<file path="config.mk">
export PLATFORM = sky130hd
export DESIGN_NAME = dc_ex_issue_reg
export DESIGN_NICKNAME = d
export VERILOG_FILES = /design/src/rtl/dc_ex_issue_reg.sv
export SDC_FILE = /design/constraint.sdc
export NUM_CORES = 1
export LEC_CHECK = 0
export CAP_MARGIN = 20
export CORE_MARGIN = 2
export CORE_UTILIZATION = 38
export DETAILED_ROUTE_END_ITERATION = 8
export GPL_ROUTABILITY_DRIVEN = 0
export GPL_TIMING_DRIVEN = 0
export PLACE_DENSITY = 0.84
export SETUP_SLACK_MARGIN = 0.15
export SLEW_MARGIN = 40
export SYNTH_ARGS = -nofsm -noshare
export SYNTH_HDL_FRONTEND = slang
export SYNTH_SLANG_ARGS = --single-unit
</file>
<file path="constraint.sdc">
create_clock -name clk -period 3.3 [get_ports clk]
set_clock_uncertainty 0.2 [all_clocks]
set_input_delay 0.99 -clock clk [delete_from_list [all_inputs] [get_ports clk]]
set_output_delay 0.99 -clock clk [all_outputs]
set_load 0.02 [all_outputs]
</file>
<file path="src/rtl/dc_ex_issue_reg.sv">
// Decode-to-execute issue register for a four-slot bundle (ixu1, ixu2, lsu, bru).
// It inserts bubbles on stall and flush, and keeps a saturating count of stall cycles.
module dc_ex_issue_reg #(
  parameter int                 INSTR_W   = 32,
  parameter logic [INSTR_W-1:0] NOP_INSTR = 32'h0000_0013,
  parameter int                 CNT_W     = 16
) (
  input  logic               clk,
  input  logic               rst,
  input  logic               stall_in,
  input  logic               flush_in,
  input  logic               dc_valid_in,
  input  logic [INSTR_W-1:0] dc_ixu1_instr_in,
  input  logic [INSTR_W-1:0] dc_ixu2_instr_in,
  input  logic [INSTR_W-1:0] dc_lsu_instr_in,
  input  logic [INSTR_W-1:0] dc_bru_instr_in,
  output logic               dc_ready_out,
  output logic               ex_valid_out,
  output logic [INSTR_W-1:0] ex_ixu1_instr_out,
  output logic [INSTR_W-1:0] ex_ixu2_instr_out,
  output logic [INSTR_W-1:0] ex_lsu_instr_out,
  output logic [INSTR_W-1:0] ex_bru_instr_out,
  output logic [4:0]         lsu_ex_rd_out,
  output logic               lsu_ex_is_load_out,
  input  logic               stall_cnt_clr_in,
  output logic [CNT_W-1:0]   stall_cnt_out
);

  localparam logic [6:0] OPC_LOAD = 7'b0000011;

  function automatic logic is_load_op(input logic [INSTR_W-1:0] instr);
    return (instr[6:0] == OPC_LOAD);
  endfunction

  logic               ex_valid_r;
  logic [INSTR_W-1:0] ex_ixu1_r;
  logic [INSTR_W-1:0] ex_ixu2_r;
  logic [INSTR_W-1:0] ex_lsu_r;
  logic [INSTR_W-1:0] ex_bru_r;
  logic [CNT_W-1:0]   stall_cnt_r;

  logic capture_s;
  logic stall_cnt_inc_s;
  logic stall_cnt_sat_s;

  // Handshake and capture/increment qualifiers; a flush overrides a stall.
  always_comb begin
    dc_ready_out    = !stall_in || flush_in;
    capture_s       = !stall_in && !flush_in && dc_valid_in;
    stall_cnt_inc_s = stall_in && !flush_in;
    stall_cnt_sat_s = &stall_cnt_r;
  end

  // Execute bundle register: it captures the decode bundle or loads a bubble.
  always_ff @(posedge clk) begin
    if (rst) begin
      ex_valid_r <= 1'b0;
      ex_ixu1_r  <= NOP_INSTR;
      ex_ixu2_r  <= NOP_INSTR;
      ex_lsu_r   <= NOP_INSTR;
      ex_bru_r   <= NOP_INSTR;
    end else if (capture_s) begin
      ex_valid_r <= 1'b1;
      ex_ixu1_r  <= dc_ixu1_instr_in;
      ex_ixu2_r  <= dc_ixu2_instr_in;
      ex_lsu_r   <= dc_lsu_instr_in;
      ex_bru_r   <= dc_bru_instr_in;
    end else begin
      ex_valid_r <= 1'b0;
      ex_ixu1_r  <= NOP_INSTR;
      ex_ixu2_r  <= NOP_INSTR;
      ex_lsu_r   <= NOP_INSTR;
      ex_bru_r   <= NOP_INSTR;
    end
  end

  // Stall counter: a clear wins over an increment, and the count holds at all-ones.
  always_ff @(posedge clk) begin
    if (rst) begin
      stall_cnt_r <= {CNT_W{1'b0}};
    end else if (stall_cnt_clr_in) begin
      stall_cnt_r <= {CNT_W{1'b0}};
    end else if (stall_cnt_inc_s && !stall_cnt_sat_s) begin
      stall_cnt_r <= stall_cnt_r + {{(CNT_W-1){1'b0}}, 1'b1};
    end else begin
      stall_cnt_r <= stall_cnt_r;
    end
  end

  // Register-to-port mapping and the LSU hazard taps.
  always_comb begin
    ex_valid_out       = ex_valid_r;
    ex_ixu1_instr_out  = ex_ixu1_r;
    ex_ixu2_instr_out  = ex_ixu2_r;
    ex_lsu_instr_out   = ex_lsu_r;
    ex_bru_instr_out   = ex_bru_r;
    stall_cnt_out      = stall_cnt_r;
    lsu_ex_rd_out      = ex_lsu_r[11:7];
    lsu_ex_is_load_out = ex_valid_r && is_load_op(ex_lsu_r);
  end

endmodule

</file>
==> results of run 1 <==
==> metal layers <==
metal | GRT usage [%] | share of wire [%]
met3 | 9.29 | 8.5
met4 | 12.1 | 3.0
met5 | 0 | 0
met1 | 20.7 | 35
met2 | 41.1 | 54
==> worst paths after layout <==
kind | startpoint | to | slack, ps | cells after the start
setup / recovery | flush_in | dc_ready_out | 190 | 4
setup reg to reg | stall_cnt_out[0]$_SDFFE_PP0P_ | stall_cnt_out[14]$_SDFFE_PP0P_ | 1290 | 6
hold reg to reg | stall_cnt_out[1]$_SDFFE_PP0P_ | stall_cnt_out[1]$_SDFFE_PP0P_ | 340 | 2
hold / removal | stall_cnt_out[1]$_SDFFE_PP0P_ | stall_cnt_out[1]$_SDFFE_PP0P_ | 340 | 2
==> timing repair <==
action / CTS / global route
setup buffers: 0 / 3
setup endpoints to repair: 2 / 1
gates cloned: 0 / 0
resized for setup: 11 / 1
==> power by group through the flow <==
| stage | logic [uW] | clock network [uW] | registers, uW |
|---|---|---|---|
| after floorplan | 38.7 | 0 | 1860 |
| after global placement | 290 | 0 | 1820 |
| after detailed placement | 295 | 0 | 1820 |
| after CTS | 298 | 1900 | 1790 |
| after global routing | 316 | 1980 | 1790 |
| final | 299 | 1880 | 1790 |
==> Yosys cell counts <==
library cell | n | area [um^2]
ha_1 | 1 | 12.5
nand2_1 | 11 | 41.3
buf_1 | 1 | 3.75
nand4_1 | 2 | 12.5
or2_2 | 1 | 6.26
inv_1 | 2 | 7.51
nor4_2 | 1 | 12.5
a21oi_1 | 3 | 15.0
mux2i_1 | 2 | 20.0
and2_1 | 116 | 726
nand3_1 | 9 | 45.0
o21ai_0 | 2 | 10.0
o21bai_1 | 1 | 7.51
clkbuf_1 | 15 | 56.3
xnor2_1 | 1 | 8.76
nand4_4 | 1 | 21.3
nor2_1 | 14 | 52.6
nor4_1 | 2 | 12.5
or4b_2 | 1 | 10.0
and3_1 | 5 | 31.3
nor3_1 | 2 | 10.0
buf_4 | 5 | 37.5
nor4b_2 | 1 | 15.0
and2b_2 | 1 | 8.76
or3_1 | 2 | 12.5
a31o_2 | 1 | 8.76
o211ai_1 | 1 | 7.51
dfxtp_1 | 145 | 2900
o21a_4 | 1 | 15.0
and4_1 | 3 | 26.3
nand4_2 | 1 | 12.5
buf_2 | 1 | 5.00
nand2b_1 | 12 | 75.1
xor2_1 | 8 | 70.1
or2_1 | 1 | 6.26
==> state kept, by name (all words and copies together) (netlist names) <==
register           count
ex_bru_instr_out      32
ex_ixu1_instr_out     32
ex_ixu2_instr_out     32
ex_lsu_instr_out      32
ex_valid_out           1
stall_cnt_out         16
==> worst max-delay path: cells and delay by family <==
family | cells | cell delay, ps
simple gates | 1 | 260
buf+inv | 3 | 670
==> per-stage QoR <==
step                      TNS [ps]  cell area, um^2  total power (uW)  utilization [%]
after floorplan                  0             4330              1900                -
after global placement        -402             7350              2110             67.0
after detailed placement      -427             7350              2120             67.0
after CTS                        0             7930              3990             72.2
after global routing             0             7960              4090             72.4
final                            0             7960              3960             72.4
==> final cells by class <==
class	count	area share, %
repair buffers	288	36.1
multi-input cells	207	16.5
clock buffers	26	6.40
well taps	140	2.20
inverters	2	0.0944
clock inverters	5	0.944
plain buffers	22	1.29
flip-flops and latches	145	36.5
==> kinds of logic (layout without fill, tap and decap cells) <==
group                      count (synthesis)  count (layout)  synth area share, %
adders and majority gates                  1               1                0.289
AOI/OAI and AO/OA                          9               9                 1.48
buffers and inverters                     24             343                 2.55
xor gates and xnor gates                   9               9                 1.82
DFF                                      145             145                 67.1
and+or+nand+nor                          186             186                 26.3
muxes                                      2               2                0.463
==> flow_summary.toml, run 1 <==
[routing]
ant_nets = 0
drtPass1Iterations = 6
vias = 3790
wire_per_inst_um = 16.4
drt-total-wl_um = 13700
drt-initial-drc-count = 91
detail_route.drc_violations = 0
vias_per_cell = 4.54

[clock_network]
cts_max_path_buffers = 2
clk_pin_slew_ps = 50
hold_buffers = 0
insertion_delay_ps = 410
cts_root_buf = "clkbuf_16"
cts_made_buffers = 17
clock-sinks = 145
cts_tree = "yes"
htree_levels = 4

[global_route]
grt_pass1_vias = 4003
grt_overflow = 0
grt_max_degree = 17
grt_use_total_pct = 22.3
antenna_found_initial = 0
grt_pass1_wl_um = 20800

[power_and_ir_drop]
p_leak_uw = 0.00312
pwr-share-clk_pct = 47.4
p_seq_share_pct = 45.1
p_per_area_mw_per_mm2 = 498
pwr-share-comb_pct = 7.5
power.internal_uw = 3190
switchingPower_uw = 775
swShare_pct = 19.6
ir_drop_mv = 0.367

[timing]
period_needed_ps = 3110
setup_violations = 0
rsz0062_at_grt = "no"
setup_ws_ps = 193
worst_slew_pin_slew_ps = 642
max_slew_margin_pct = 57.2
clock.fmax_ghz = 0.322
finalMaxSlewViolations = 0
finalHoldViolations = 0
holdWs_ps = 343
timing.final.crit_share_pct = 94.2

[floorplanning]
initial_core_util_pct = 39.4
fp.dieH_um = 111
pin_count = 286
core_mm2 = 0.0110
core.rowCount = 38
die_w_um = 111
die_area_mm2 = 0.0123

[critical_path]
arrival_ps = 1920
path_cells = "clkdlybuf4s50_1 > and2b_2 > inv_2 > buf_6"
crit_required_ps = 2110
crit_path_top_delay_cell = "clkdlybuf4s50_1"
critPathMaxStageDelay_ps = 490
end_kind = "output pin"
startpoint_type = "input port"
crit_type = "in -> out"
crit_fanout = 3

[cells_and_area]
final_cells = 835
n_antenna_cell = 0
seqCellArea_mm2 = 0.00290
fin_nets = 818
fillers = 721
layout_common_cells = "283 x clkdlybuf4s50_1, 145 x dfxtp_1, 116 x and2_1"
layout.cells.most_common = "clkdlybuf4s50_1"
multiInputGateArea_mm2 = 0.00131
synthToLayoutAreaGrowth_pct = 83.9
drive_above_1_share_pct = 6.91

[synth]
synthCells = 376
syn_area_mm2 = 0.00433
synth_cell_types = 35
syn_nets = 511
yosys_register_bits = 145
yosysSeqAreaShare_pct = 67.1
avgSynthCellArea_um2 = 11.5
yosys_warnings = 0

[status]
status = "complete, no violations"

[placement]
io_buffers = 285
dp.cells = 801
dp_slack_ps = -367
dp_hpwl_um = 10100

[worst_hold_path]
holdCritPathClass = "reg -> reg"

[flow_run]
maxCapViolCount = 0
(Power assumes the default switching activity.)
==> run 2, diff against run 1 <==
--- a/config.mk
+++ b/config.mk
@@ -10,7 +10,7 @@
 export CORE_UTILIZATION = 38
 export DETAILED_ROUTE_END_ITERATION = 8
 export GPL_ROUTABILITY_DRIVEN = 0
-export GPL_TIMING_DRIVEN = 0
+export GPL_TIMING_DRIVEN = 1
 export PLACE_DENSITY = 0.84
 export SETUP_SLACK_MARGIN = 0.15
 export SLEW_MARGIN = 40
==> run 2 against run 1 <==
Combinational power fell by 2%; cell area rose by 0.17%; sequential power barely moved.
==> flow_summary.toml, run 2 (synthesis results as in run 1) <==
[cells_and_area]
fillers = 741
n_antenna_cell = 0
seqCellArea_mm2 = 0.00290
final_util_pct = 72.6
layout.cells.most_common = "clkdlybuf4s50_1"
fin_area_mm2 = 0.00797
synthToLayoutAreaGrowth_pct = 84.3
fin_nets = 797
multiInputGateArea_mm2 = 0.00134
layout_common_cells = "282 x clkdlybuf4s50_1, 145 x dfxtp_1, 116 x and2_1"
drive_above_1_share_pct = 6.67
final_cells = 815

[critical_path]
crit_type = "reg -> out"
crit_required_ps = 2110
startpoint_type = "register"
arrival_ps = 1890
reg2reg_depth = 5
end_kind = "output pin"
crit_fanout = 2

[global_route]
antenna_found_initial = 0
busiest_layer = "met2"
grt_pass1_vias = 3881
grt_util_met1_pct = 18.8
met3_usage_pct = 9.24
grt_max_degree = 130
grt_pass1_wl_um = 19800
grt_use_total_pct = 21.0
grt_overflow = 0
gr-usage-met2_pct = 39.7

[clock_network]
htree_levels = 4
cts_root_buf = "clkbuf_16"
cts_tree = "yes"
cts_max_path_buffers = 2
clk_pin_slew_ps = 60
clock-sinks = 145
cts_made_buffers = 17
insertion_delay_ps = 420
post_cts_buffers = 0

[timing]
setup_ws_ps = 219
finalMaxSlewViolations = 0
max_slew_margin_pct = 57.1
setup_violations = 0
worst_slew_pin_slew_ps = 639
period_needed_ps = 3080
finalHoldViolations = 0
clock.fmax_ghz = 0.325
timing.final.crit_share_pct = 93.4
rsz0062_at_grt = "no"
holdWs_ps = 325

[worst_hold_path]
holdCritPathClass = "reg -> reg"
whs_path_depth = 2

[floorplanning]
initial_core_util_pct = 39.4
fp.dieH_um = 111
core_mm2 = 0.0110
pin_count = 286
core.rowCount = 38
die_w_um = 111
die_area_mm2 = 0.0123

[routing]
vias_per_cell = 4.46
drtPass1Iterations = 4
drt-initial-drc-count = 71
drt-total-wl_um = 13200
wire_per_inst_um = 16.2
ant_nets = 0
vias = 3633
detail_route.drc_violations = 0

[flow_run]
maxCapViolCount = 0

[placement]
dp_hpwl_um = 9650
dp_slack_ps = -307
io_buffers = 285
place_area_mm2 = 0.00730
dp.cells = 783

[power_and_ir_drop]
p_per_area_mw_per_mm2 = 529
ir_drop_mv = 0.377
p_leak_uw = 0.00312

[status]
status = "complete, no violations"
-- run 2: worst max-delay path: stages, from the launching register on --
cell     delay [ps]
dfxtp_1         310
or4b_2          720
nor4_4          250
buf_4           190
-- run 2: area by class of cell --
cell class	instances	share of cell area, %
tap	140	2.20
inverter	2	0.0942
multi-input combinational	207	16.8
clock inverter	11	2.62
sequential	145	36.4
clock buffer	21	5.65
timing repair buffer	289	36.2
-- run 2: metal layers --
layer	up-vias	share of wire [%]	wire length, um
met5	-	0	0
met4	0	3.1	408
met3	37	8.5	1120
met2	185	55	7180
met1	1654	34	4450
li1	1757	-	-
-- run 2: final timing paths --
path / startpoint / end / slack, ps
setup / recovery: ex_lsu_instr_out[5]$_SDFF_PP0_ / lsu_ex_is_load_out / 220
hold / removal: stall_cnt_out[1]$_SDFFE_PP0P_ / stall_cnt_out[1]$_SDFFE_PP0P_ / 330
hold reg to reg: stall_cnt_out[1]$_SDFFE_PP0P_ / stall_cnt_out[1]$_SDFFE_PP0P_ / 330
setup reg to reg: stall_cnt_out[4]$_SDFFE_PP0P_ / stall_cnt_out[11]$_SDFFE_PP0P_ / 1360
-- run 2: power by group --
part           internal (uW)  switching (uW)
Combinational            202            91.2
Clock                   1430             700
Sequential              1780            9.54
Total                   3410             801
-- run 2: stage by stage --
step	power [uW]	setup TNS (ps)
after floorplan	1900	0
after global placement	2110	-312
after detailed placement	2120	-307
after CTS	4240	0
after global routing	4330	0
final	4210	0
-- run 2: timing repair --
item	4_1_cts	5_1_grt
hold buffers	0	0
pin swaps	0	0
gates resized for setup	12	2
endpoints found under the setup margin	2	1
cloned	0	0
==> run 3, diff against run 2 <==
--- a/config.mk
+++ b/config.mk
@@ -8,6 +8,8 @@
 export CAP_MARGIN = 20
 export CORE_MARGIN = 2
 export CORE_UTILIZATION = 38
+export CTS_CLUSTER_DIAMETER = 100
+export CTS_CLUSTER_SIZE = 12
 export DETAILED_ROUTE_END_ITERATION = 8
 export GPL_ROUTABILITY_DRIVEN = 0
 export GPL_TIMING_DRIVEN = 1
==> results of run 3 <==
No change in the layout: final DEF, timing and power equal those of run 2.
